`config.mk`:
```
export PLATFORM = sky130hd
export DESIGN_NAME = sd_read_block
export DESIGN_NICKNAME = d
export VERILOG_FILES = /design/src/rtl/sd_read_block_pkg.sv /design/src/rtl/sd_read_block_rx.sv /design/src/rtl/sd_read_block.sv
export SDC_FILE = /design/constraint.sdc
export NUM_CORES = 1
export LEC_CHECK = 0
export ABC_CLOCK_PERIOD_IN_PS = 5200
export CAP_MARGIN = 5
export CORE_ASPECT_RATIO = 1.2
export CORE_UTILIZATION = 60
export DETAILED_ROUTE_END_ITERATION = 12
export HOLD_SLACK_MARGIN = 0.15
export PLACE_DENSITY = 0.84
export SETUP_SLACK_MARGIN = 0.05
export SLEW_MARGIN = 40
export SYNTH_ARGS = -nofsm -noshare
export SYNTH_HDL_FRONTEND = slang
export SYNTH_SLANG_ARGS = --single-unit
```
`constraint.sdc`:
```
create_clock -name sd_ck -period 5.2 [get_ports sd_ck]
set_input_delay 1.04 -clock sd_ck [delete_from_list [all_inputs] [get_ports sd_ck]]
set_output_delay 1.04 -clock sd_ck [all_outputs]
set_load 0.1 [all_outputs]
```
`src/rtl/sd_read_block_pkg.sv`:
```
`timescale 1ns/1ps
`default_nettype none
// +----------------------------------------------------------------------+
// | sd_read_block_pkg : shared SD SPI-mode opcodes, tokens, error codes  |
// | Rev 1.0                                                              |
// +----------------------------------------------------------------------+
package sd_read_block_pkg;

    localparam logic [7:0] C_CMD17       = 8'h51;
    localparam logic [7:0] C_CMD24       = 8'h58;
    localparam logic [7:0] C_TOKEN_START = 8'hFE;

    localparam logic [1:0] C_ERR_NONE  = 2'd0;
    localparam logic [1:0] C_ERR_R1    = 2'd1;
    localparam logic [1:0] C_ERR_TOKEN = 2'd2;
    localparam logic [1:0] C_ERR_DATA  = 2'd3;

    typedef enum logic [2:0] {
        ST_IDLE       = 3'd0,
        ST_SEND_CMD   = 3'd1,
        ST_WAIT_R1    = 3'd2,
        ST_WAIT_TOKEN = 3'd3,
        ST_READ_DATA  = 3'd4,
        ST_READ_CRC   = 3'd5,
        ST_FLUSH      = 3'd6,
        ST_DONE       = 3'd7
    } state_t;

    // A data-error token has its upper nibble clear.
    function automatic logic is_data_error_token(input logic [7:0] b);
        return (b[7:4] == 4'h0);
    endfunction

endpackage
`default_nettype wire

```
`src/rtl/sd_read_block_rx.sv`:
```
`timescale 1ns/1ps
`default_nettype none
// +----------------------------------------------------------------------+
// | sd_read_block_rx : posedge MISO byte deserialiser with start-bit     |
// | alignment; while hunting, each run of eight 1s reports as 0xFF.      |
// | Rev 1.0                                                              |
// +----------------------------------------------------------------------+
module sd_read_block_rx (
    input  logic       sd_ck,
    input  logic       rst_n,
    input  logic       sd_miso,
    input  logic       rearm,
    output logic [7:0] lane_byte,
    output logic       lane_end,
    output logic [7:0] rx_byte,
    output logic       rx_done
);

    logic [6:0] r_shift;
    logic [2:0] r_bit_cnt;
    logic       r_aligned;

    always_comb begin
        lane_byte = {r_shift, sd_miso};
        lane_end  = !rearm && (r_bit_cnt == 3'd7) && (r_aligned || sd_miso);
    end

    always_ff @(posedge sd_ck or negedge rst_n) begin
        if (!rst_n) begin
            r_shift   <= 7'd0;
            r_bit_cnt <= 3'd0;
            r_aligned <= 1'b0;
            rx_byte   <= 8'd0;
            rx_done   <= 1'b0;
        end else if (rearm) begin
            r_shift   <= 7'd0;
            r_bit_cnt <= 3'd0;
            r_aligned <= 1'b0;
            rx_done   <= 1'b0;
        end else begin
            rx_done <= lane_end;
            if (lane_end) begin
                rx_byte <= lane_byte;
            end
            // First 0 while hunting is the MSB of R1 and fixes the byte framing.
            if (!r_aligned && !sd_miso) begin
                r_aligned <= 1'b1;
                r_bit_cnt <= 3'd1;
                r_shift   <= 7'd0;
            end else begin
                r_shift   <= {r_shift[5:0], sd_miso};
                r_bit_cnt <= r_bit_cnt + 3'd1;
            end
        end
    end

endmodule
`default_nettype wire

```
`src/rtl/sd_read_block.sv`:
```
`timescale 1ns/1ps
`default_nettype none
// +----------------------------------------------------------------------+
// | sd_read_block : SPI-mode SD single-block reader (CMD17)              |
// | Rev 1.0                                                              |
// +----------------------------------------------------------------------+
module sd_read_block
    import sd_read_block_pkg::*;
#(
    parameter int         BLK_BYTES     = 512,
    parameter int         R1_TIMEOUT    = 64,
    parameter int         TOKEN_TIMEOUT = 4096,
    parameter logic [7:0] CMD17_CRC     = 8'hFF
) (
    input  logic        sd_ck,
    input  logic        rst_n,
    input  logic        sd_miso,
    output logic        sd_mosi,
    output logic        sd_csn,
    input  logic        init_o,
    input  logic        read_seq,
    input  logic [31:0] blk_addr,
    output logic [7:0]  rd_data,
    output logic        rd_valid,
    output logic        rd_last,
    output logic        busy,
    output logic        done,
    output logic        err,
    output logic [1:0]  err_code
);

    localparam int CNT_W  = $clog2(TOKEN_TIMEOUT + 1);
    localparam int BCNT_W = $clog2(BLK_BYTES) + 1;

    localparam logic [CNT_W-1:0]  C_CMD_LOAD   = CNT_W'(48);
    localparam logic [CNT_W-1:0]  C_R1_LOAD    = CNT_W'(R1_TIMEOUT);
    localparam logic [CNT_W-1:0]  C_TOK_LOAD   = CNT_W'(TOKEN_TIMEOUT);
    localparam logic [CNT_W-1:0]  C_CRC_LOAD   = CNT_W'(2);
    localparam logic [CNT_W-1:0]  C_FLUSH_LOAD = CNT_W'(8);
    localparam logic [BCNT_W-1:0] C_LAST_BYTE  = BCNT_W'(BLK_BYTES - 1);

    state_t            r_state, w_state_nxt;
    logic [47:0]       r_cmd, w_cmd_nxt;
    logic [CNT_W-1:0]  r_cnt, w_cnt_nxt, w_cnt_dec;
    logic              w_cnt_last;
    logic [1:0]        r_pend, w_pend_nxt;
    logic              w_done_nxt, w_err_nxt;
    logic [1:0]        w_code_nxt;
    logic [BCNT_W-1:0] r_byte_cnt;

    logic       w_rearm, w_lane_end, w_rx_done, w_strobe;
    logic [7:0] w_lane_byte, w_rx_byte;

    sd_read_block_rx u_rx (
        .sd_ck     (sd_ck),
        .rst_n     (rst_n),
        .sd_miso   (sd_miso),
        .rearm     (w_rearm),
        .lane_byte (w_lane_byte),
        .lane_end  (w_lane_end),
        .rx_byte   (w_rx_byte),
        .rx_done   (w_rx_done)
    );

    always_comb begin
        w_rearm = !(r_state inside {ST_WAIT_R1, ST_WAIT_TOKEN, ST_READ_DATA, ST_READ_CRC});
        sd_csn  = !(r_state inside {ST_SEND_CMD, ST_WAIT_R1, ST_WAIT_TOKEN,
                                    ST_READ_DATA, ST_READ_CRC});
        sd_mosi = (r_state == ST_SEND_CMD) ? r_cmd[47] : 1'b1;
        busy    = (r_state != ST_IDLE) && (r_state != ST_DONE);
        w_strobe   = w_lane_end && (r_state == ST_READ_DATA);
        w_cnt_dec  = r_cnt - CNT_W'(|r_cnt);
        w_cnt_last = (r_cnt <= CNT_W'(1));
    end

    always_ff @(negedge sd_ck or negedge rst_n) begin
        if (!rst_n) begin
            r_state  <= ST_IDLE;
            r_cmd    <= 48'd0;
            r_cnt    <= '0;
            r_pend   <= C_ERR_NONE;
            done     <= 1'b0;
            err      <= 1'b0;
            err_code <= C_ERR_NONE;
        end else begin
            r_state  <= w_state_nxt;
            r_cmd    <= w_cmd_nxt;
            r_cnt    <= w_cnt_nxt;
            r_pend   <= w_pend_nxt;
            done     <= w_done_nxt;
            err      <= w_err_nxt;
            err_code <= w_code_nxt;
        end
    end

    always_comb begin
        w_state_nxt = r_state;
        w_cmd_nxt   = r_cmd;
        w_cnt_nxt   = r_cnt;
        w_pend_nxt  = r_pend;
        w_done_nxt  = done;
        w_err_nxt   = err;
        w_code_nxt  = err_code;
        case (r_state)
            ST_IDLE: begin
                if (init_o && read_seq) begin
                    w_cmd_nxt   = {C_CMD17, blk_addr, CMD17_CRC};
                    w_cnt_nxt   = C_CMD_LOAD;
                    w_done_nxt  = 1'b0;
                    w_err_nxt   = 1'b0;
                    w_code_nxt  = C_ERR_NONE;
                    w_state_nxt = ST_SEND_CMD;
                end
            end
            ST_SEND_CMD: begin
                w_cmd_nxt = {r_cmd[46:0], 1'b1};
                if (w_cnt_last) begin
                    w_cnt_nxt   = C_R1_LOAD;
                    w_state_nxt = ST_WAIT_R1;
                end else begin
                    w_cnt_nxt = w_cnt_dec;
                end
            end
            ST_WAIT_R1: begin
                if (w_rx_done) begin
                    if (w_rx_byte == 8'h00) begin
                        w_cnt_nxt   = C_TOK_LOAD;
                        w_state_nxt = ST_WAIT_TOKEN;
                    end else if (w_rx_byte == 8'hFF && !w_cnt_last) begin
                        w_cnt_nxt = w_cnt_dec;
                    end else begin
                        w_pend_nxt  = C_ERR_R1;
                        w_cnt_nxt   = C_FLUSH_LOAD;
                        w_state_nxt = ST_FLUSH;
                    end
                end
            end
            ST_WAIT_TOKEN: begin
                if (w_rx_done) begin
                    if (w_rx_byte == C_TOKEN_START) begin
                        w_state_nxt = ST_READ_DATA;
                    end else if (is_data_error_token(w_rx_byte)) begin
                        w_pend_nxt  = C_ERR_DATA;
                        w_cnt_nxt   = C_FLUSH_LOAD;
                        w_state_nxt = ST_FLUSH;
                    end else if (w_cnt_last) begin
                        w_pend_nxt  = C_ERR_TOKEN;
                        w_cnt_nxt   = C_FLUSH_LOAD;
                        w_state_nxt = ST_FLUSH;
                    end else begin
                        w_cnt_nxt = w_cnt_dec;
                    end
                end
            end
            ST_READ_DATA: begin
                // rd_last is registered on the same posedge that raises rx_done.
                if (w_rx_done && rd_last) begin
                    w_cnt_nxt   = C_CRC_LOAD;
                    w_state_nxt = ST_READ_CRC;
                end
            end
            ST_READ_CRC: begin
                if (w_rx_done) begin
                    if (w_cnt_last) begin
                        w_pend_nxt  = C_ERR_NONE;
                        w_cnt_nxt   = C_FLUSH_LOAD;
                        w_state_nxt = ST_FLUSH;
                    end else begin
                        w_cnt_nxt = w_cnt_dec;
                    end
                end
            end
            ST_FLUSH: begin
                if (w_cnt_last) begin
                    if (r_pend == C_ERR_NONE) begin
                        w_done_nxt = 1'b1;
                    end else begin
                        w_err_nxt  = 1'b1;
                        w_code_nxt = r_pend;
                    end
                    w_state_nxt = ST_DONE;
                end else begin
                    w_cnt_nxt = w_cnt_dec;
                end
            end
            ST_DONE: begin
                if (!read_seq) begin
                    w_state_nxt = ST_IDLE;
                end
            end
            default: w_state_nxt = ST_IDLE;
        endcase
    end

    always_ff @(posedge sd_ck or negedge rst_n) begin
        if (!rst_n) begin
            rd_data    <= 8'd0;
            rd_valid   <= 1'b0;
            rd_last    <= 1'b0;
            r_byte_cnt <= '0;
        end else begin
            rd_valid <= w_strobe;
            rd_last  <= w_strobe && (r_byte_cnt == C_LAST_BYTE);
            if (w_strobe) begin
                rd_data <= w_lane_byte;
                if (r_byte_cnt != C_LAST_BYTE) begin
                    r_byte_cnt <= r_byte_cnt + BCNT_W'(1);
                end
            end
            if (r_state != ST_READ_DATA) begin
                r_byte_cnt <= '0;
            end
        end
    end

endmodule
`default_nettype wire
```
== Word level (Yosys, flattened, before mapping) ==
Cells that the tools add are included.
Storage, ports and cells
  input bits: 37
  flip-flop bits (word level): 110
  word-level logic and storage cells: 149
  output and inout bits: 17
Operators by class
  reduce and logical (&&, ||, !) cells: 36
  equality and inequality tests: 32
  add/subtract/negate cells: 3
  muxes and demuxes: 61
  order comparisons: 1
Operators with widths (count)
  13-bit 2-to-1 mux: 12
  48-bit one-hot mux with 2 select lines: 1
  13-bit one-hot mux with 7 select lines: 1
  48-bit 2-to-1 mux: 1
  3-bit 2-to-1 mux: 15
  10-bit 2-to-1 mux: 3
  2-bit 2-to-1 mux: 12
  3-bit one-hot mux with 8 select lines: 1
  2-bit inequality test (second input constant): 11
  9-bit AND reduction: 2
  8-bit == test (second input constant): 2
  3-bit == test (second input constant): 5
  7-bit 2-to-1 mux: 2
  13-bit by 1-bit <= comparator with 1-bit output (second input constant): 1
  13-bit OR reduction: 1
  13-bit by 1-bit subtractor with 13-bit output: 1
  10-bit by 1-bit adder with 10-bit output (second input constant): 1
  10-bit by 9-bit == test with 1-bit output (second input constant): 1
  10-bit by 9-bit inequality test with 1-bit output (second input constant): 1
  2-bit by 1-bit inequality test with 1-bit output (second input constant): 5
  1-bit logical AND: 9
  1-bit 2-to-1 mux: 9
  3-bit inequality test (second input constant): 3
  8-bit zero test: 1
  other kinds (20): 32

== Depth between registers and ports, before layout ==
  word-level depth: 7
  gate-level depth with buffers: 13
  depth with buffers taken out: 12

== Modules after synthesis ==
A second synthesis with hierarchy kept.
Second synthesis, totals
  cells, all modules: 540
  area total of the unflattened synthesis: 5298.8 um^2
By module, submodules not included
  sd_read_block: cells each 489, times used 1, sequential area each 2252.2 um^2, area an instance 4515.6 um^2
  sd_read_block_rx: cells each 51, times used 1, sequential area each 500.5 um^2, area an instance 783.3 um^2

==> flow_metrics.tcl <==
set metrics [dict create \
    status "finished, final reports clean" \
    grt_pass1_vias 4226 \
    path_class "register to output port" \
    synth_ff_type "dfrtn_1" \
    cp.required_ps 4160 \
    crit_fanout 7 \
    ir_drop_mv 0.3901 \
    cp-end-kind "output port" \
    yosys.area_share.adder_pct 1.197 \
    p_sw_share_pct 40.22 \
    grt_max_degree 82 \
    cts_sinks 110 \
    totalWireLength_um 11530 \
    viasPerCell 5.899 \
    place_area_sq_um 5961 \
    start_util_pct 63.07 \
    area_growth_pct 18.69 \
    synth_commonest_cells "nand2_1, dfrtn_1, nor2_1" \
    synth_area_leaders "dfrtn_1, dfrtp_1, nand2_1" \
    fp.coreArea_sq_um 8288 \
    finClkSkew_ps 27.73 \
    vias 4259 \
    met1_usage_pct 35.12 \
    p_switching_uw 1316 \
    startpoint_type "register" \
    h-tree-depth 3 \
    syn_avg_cell_area_sq_um 9.487 \
    power_leakage_uw 0.002789 \
    rsz0062_at_grt "yes" \
    portBuffers 53 \
    critPathArrivalTime_ps 4120 \
    clockBufferDepth 2 \
    synth_cell_type_count 64 \
    syn-cell-area_sq_um 5228 \
    rows 36 \
    die_w_um 87.21 \
    synth_most_common_cell "nand2_1" \
    post-dp-hpwl_um 7995 \
    grtUsageMet3_pct 3.968 \
    hold_buffers 0 \
    synthSimpleGateAreaFrac_pct 21.80 \
    layout_setup_ws_ps 37.82 \
    p_comb_share_pct 43.4 \
    power_density_nw_per_um2 527.5 \
    ys_warn_count 0 \
    io_pins 54 \
    cts_tree "done" \
    clk_pin_slew_ps 60 \
    fp.dieH_um 104.3 \
    p_clk_share_pct 16.9 \
    ys_ff_latch 110 \
    final_nets 645 \
    rrSetupSlack_ps 160 \
    synth_edf_count 0 \
    hold_path.class "register to register" \
    p_int_uw 1956 \
    synth_top_family_by_area "simple AND/OR/NAND/NOR gates" \
    track_usage_pct 27.16 \
    dr.pass1.iters 5 \
    antenna_found_initial 0 \
    netlist.area_leader.share_pct 33.51 \
    synth_nets 593 \
    grt_first_pass_wirelength_um 19230 \
    remaining_drc_errors 0 \
    drive_above_1_share_pct 15.30 \
    dr.first_iter.drc_count 281 \
    post_drt_wl_per_cell_um 15.97 \
    setup_violations 0 \
    gp_congestion 0.8895 \
    postSynth.asyncResetShare_pct 100.0 \
    pre_cts_slack_ps -240.1 \
    cts_buffers 9 \
    root_buffer "clkbuf_8" \
    synth_compound_area_share_pct 15.25 \
    fin_area_sq_um 6205 \
    fp.dieArea_sq_um 9092 \
    p_seq_share_pct 39.7 \
    grt-busiest-layer "met2" \
    netlist_instances 551 \
    drv_cap 0 \
    hold_viol_final 0 \
    synthXorXnorAreaFrac_pct 1.675 \
    worstMarginPinSlew_ps 703.0 \
    ant_nets 0 \
    ys_seq_area_share_pct 52.66 \
    gr-usage-met2_pct 44.99 \
    synth_area_leader_cell "dfrtn_1" \
    max-slew-margin-rel_pct 53.13 \
    slew_viol_final 0 \
    synthMuxAreaShare_pct 3.925 \
    overflow 0 \
    antenna_cells 0 \
    clk_latency_ps 380 \
]
kinds of logic after synthesis:
kind of cell / count (synthesis)
adders and majority gates: 5
AOI/OAI and AO/OA: 117
and+or+nand+nor: 250
muxes: 18
buffers and inverters: 41
xor gates and xnor gates: 10
DFF: 110
metrics by stage:
step                      util (%)  TNS (ps)  std cells  total power, uW  hold slack, ps
after detailed placement     71.92     -2238        705             2697           407.7
final                        74.86         0        722             3273           414.1
after global routing         74.86    -48.07        722             3466           432.7
after CTS                    74.65         0        722             3261           411.2
after floorplan                  -    -208.3        551             2298           392.7
after global placement       72.52    -944.0        705             2628           402.4
sequential cells by signal (all words and copies together) (netlist names), 2 cells and up:
| name | count |
|---|---|
| r_state | 3 |
| r_cnt | 13 |
| u_rx.r_bit_cnt | 3 |
| rd_data | 8 |
| r_pend | 2 |
| r_byte_cnt | 10 |
| u_rx.rx_byte | 8 |
| err_code | 2 |
| u_rx.r_shift | 7 |
| r_cmd | 48 |
layer usage:
layer  part of all wire [%]  routed length, um  up-vias
met5                      0                  0        -
met3                    3.8                443       19
met4                    2.0                233        0
met1                     44               5036     2093
li1                       -                  -     2034
met2                     50               5820      113
power by group through the flow:
stage	logic [uW]	clock network, uW	registers, uW
2_1_floorplan	965	0	1330
3_3_place_gp	1330	0	1300
3_5_place_dp	1390	0	1310
4_1_cts	1410	555	1300
5_1_grt	1550	587	1330
6_report	1420	552	1300
timing repair:
action / 4_1_cts / 5_1_grt
gates resized for setup: 1 / 3
endpoints found under the setup margin: 3 / 14
buffers inserted: 1 / 0
pin swaps: 0 / 0
worst paths after layout:
kind	cells after the start	start	to
worst max-delay path	3	r_state[0]$_DFFE_NN0P_	sd_csn
worst min-delay path	2	r_cmd[3]$_DFFE_NN0P_	r_cmd[4]$_DFFE_NN0P_
worst max register to register	7	r_state[2]$_DFFE_NN0P_	r_byte_cnt[9]$_DFFE_PN0P_
worst min register to register	2	r_cmd[3]$_DFFE_NN0P_	r_cmd[4]$_DFFE_NN0P_
max in group asynchronous	2	rst_n	r_cmd[43]$_DFFE_NN0P_
min in group asynchronous	2	rst_n	r_byte_cnt[9]$_DFFE_PN0P_
cells in the final DEF (no fill, tap or decap), types with 2 or more instances in the layout:
master           Yosys  layout
o31ai_1              4       4
a2bb2oi_1            2       2
nor4_1               6       6
o21ai_1              5       5
dfrtp_1             40      40
o21ai_0             22      22
a21oi_1             14      13
and2_1               5       5
mux2_2              16      16
or3_1                3       3
a31oi_1             35      35
xnor2_1              4       4
o2bb2ai_1            2       2
clkbuf_8             0      12
buf_2                2      10
ha_1                 5       5
buf_12               0      10
dfrtn_1             70      70
nor3_1               8       7
nand2b_1             5       4
nor2_4               1       2
o32ai_1              2       2
nor2_1              60      59
nand2_1            116     114
nand3_1             13      13
o21a_1               3       3
xor2_1               6       6
nand3b_1             2       2
inv_1                9       9
a32o_1               3       3
a22o_1               7       7
and3_1              11      11
or2_2                4       4
nand4_1              5       5
buf_4                1      18
nand2_2              0       2
nor2b_1              3       3
clkdlybuf4s50_1      0      35
final cells by class:
cell class                      instances  area (sq um)
Inverter                                9         33.78
Multi-Input combinational cell        400          2323
Timing Repair Buffer                   73         735.7
Sequential cell                       110          2753
Clock inverter                          4         51.30
Tap cell                              114         142.6
Fill cell                             625          2083
Clock buffer                           12         165.2
critical path, cell delays in order, from the launching register on:
cell     delay (ps)
dfrtn_1         420
or3_1           470
nand2_2         110
buf_12          170
No activity file was read; power rests on OpenSTA's default activity.
==> variant, RTL diff (same settings) <==
The parameter `TOKEN_TIMEOUT` goes from 4096 to 1024.
--- a/src/rtl/sd_read_block.sv
+++ b/src/rtl/sd_read_block.sv
@@ -9,7 +9,7 @@
 #(
     parameter int         BLK_BYTES     = 512,
     parameter int         R1_TIMEOUT    = 64,
-    parameter int         TOKEN_TIMEOUT = 4096,
+    parameter int         TOKEN_TIMEOUT = 1024,
     parameter logic [7:0] CMD17_CRC     = 8'hFF
 ) (
     input  logic        sd_ck,
Function: not checked (the comparison handles one clock edge and no latches or derived clocks); the edit may change what the design does.
==> variant against the original RTL <==
Wire length is 5.9% lower; global-route usage decreased by 1.8 points; worst setup slack better by 0.032 ns; clock power shrank 12%; sequential cell count decreased by 2; cell area rose by 1.5%; sequential share of layout area fell by 1.4 points; area after synthesis rose by 0.67%; non-clock buffer count up 7; total power fell by 3.5%; hold slack improved by 0.00067 ns; critical path type unchanged; largest power group unchanged.
==> variant: results (changes against the original RTL) <==
Status -> finished, final reports clean (unchanged)
Top flop regs -> r_cmd (48), r_cnt (11), r_byte_cnt (10) (was r_cmd (48), r_cnt (13), r_byte_cnt (10))
Worst skew pair latency -> 0.36 ns (was 0.38 ns)
Post-cts gate resize count -> 2 (was 1)
Worst flop-to-flop path endpoint -> r_cnt[3] (was r_byte_cnt[9])
Cells after synthesis -> 565 (was 551)
Cell total after placement -> 730 (was 705)
Hold Crit Endpoint -> r_cmd[6] (was r_cmd[4])
Hold_sp -> r_cmd[5] (was r_cmd[3])
Place WS -> -0.354 ns (was -0.240 ns)
Post-CTS Setup Inserts -> 2 (was 1)
Worst-margin pin slew -> 0.700 ns (was 0.703 ns)
Max stage delay on crit path -> 0.42 ns (was 0.47 ns)
Max rail drop VDD -> 0.268 mV (was 0.390 mV)
Global-route wire length before repair -> 18.3 mm (was 19.2 mm)
Reg2reg start -> u_rx.rx_byte[0] (was r_state[2])
CP max-delay cell -> dfrtn_1 (was or3_1)
Distinct cell type count after synthesis -> 60 (was 64)
Final HPWL DP -> 7.95 mm (was 7.99 mm)
Worst Skew -> 0.0221 ns (was 0.0277 ns)
Number of global-route vias before repair -> 4177 (was 4226)
Final net count -> 668 (was 645)
Compound-Gate Fraction of Synth Area -> 13.8% (was 15.2%)
Delay-heaviest family, CP -> flip-flops (was simple AND/OR/NAND/NOR gates)
GPL Wtd Cong -> 0.875 (was 0.890)
Synth top area cells -> dfrtn_1 32%, dfrtp_1 19%, nand2_1 9.8% (was dfrtn_1 34%, dfrtp_1 19%, nand2_1 8.3%)
Vias/cell -> 5.68 (was 5.90)
Initial DRC Count -> 276 (was 281)
Worst Slack Setup Final -> 0.0695 ns (was 0.0378 ns)
Placed Area -> 6060 um^2 (was 5960 um^2)
GRT Overall Usage -> 25.4% (was 27.2%)
XOR/XNOR Fraction of Synth Area -> 1.83% (was 1.68%)
Syn_nets -> 607 (was 593)
Sequential area share after synthesis -> 51.4% (was 52.7%)
Layout cells sized above 1 -> 14.6% (was 15.3%)
Worst EP arrival -> 4.09 ns (was 4.12 ns)
Hold Slack -> 0.415 ns (was 0.414 ns)
Critical path fanouts, max -> 5 (was 7)
Wire per inst -> 14.5 um (was 16.0 um)
Static leakage -> 2.75 nW (was 2.79 nW)
Post-synthesis mux area share -> 6.78% (was 3.93%)
Reg2Reg Depth -> 6 (was 7)
Synth top cells by count -> 138 x nand2_1, 68 x dfrtn_1, 67 x o21ai_0 (was 116 x nand2_1, 70 x dfrtn_1, 60 x nor2_1)
Post-Synth Adder-Cell Area -> 1.19% (was 1.20%)
## variant: cell types whose count changed after synthesis, sizes merged, moves of 8 or more
cell / unedited run / this run
mux2i: 1 / 33
mux2: 17 / 2
a31oi: 35 / 2
o21ai: 28 / 71
nor2: 62 / 37
nand2: 116 / 138
and3: 11 / 3
## variant: where the power goes
part,switching [mW],internal [mW]
Clock,0.299,0.187
Combinational,0.826,0.569
Sequential,0.165,1.11
## variant: metal layers
| metal | track usage, % | vias to the layer above | wire length (um) |
|---|---|---|---|
| met5 | 0 | - | 0 |
| met4 | 8.08 | 0 | 142 |
| met3 | 4.50 | 11 | 524 |
| met2 | 43.9 | 121 | 5580 |
| met1 | 32.1 | 2049 | 4600 |
| li1 | - | 2064 | - |
## variant: area by class of cell
type	instances	area, um^2
clock buffers	9	124
multi-input cells	417	2420
inverters	10	37.5
clock inverters	7	65.1
flip-flops and latches	108	2700
fillers	630	2270
repair buffers	80	797
well taps	117	146
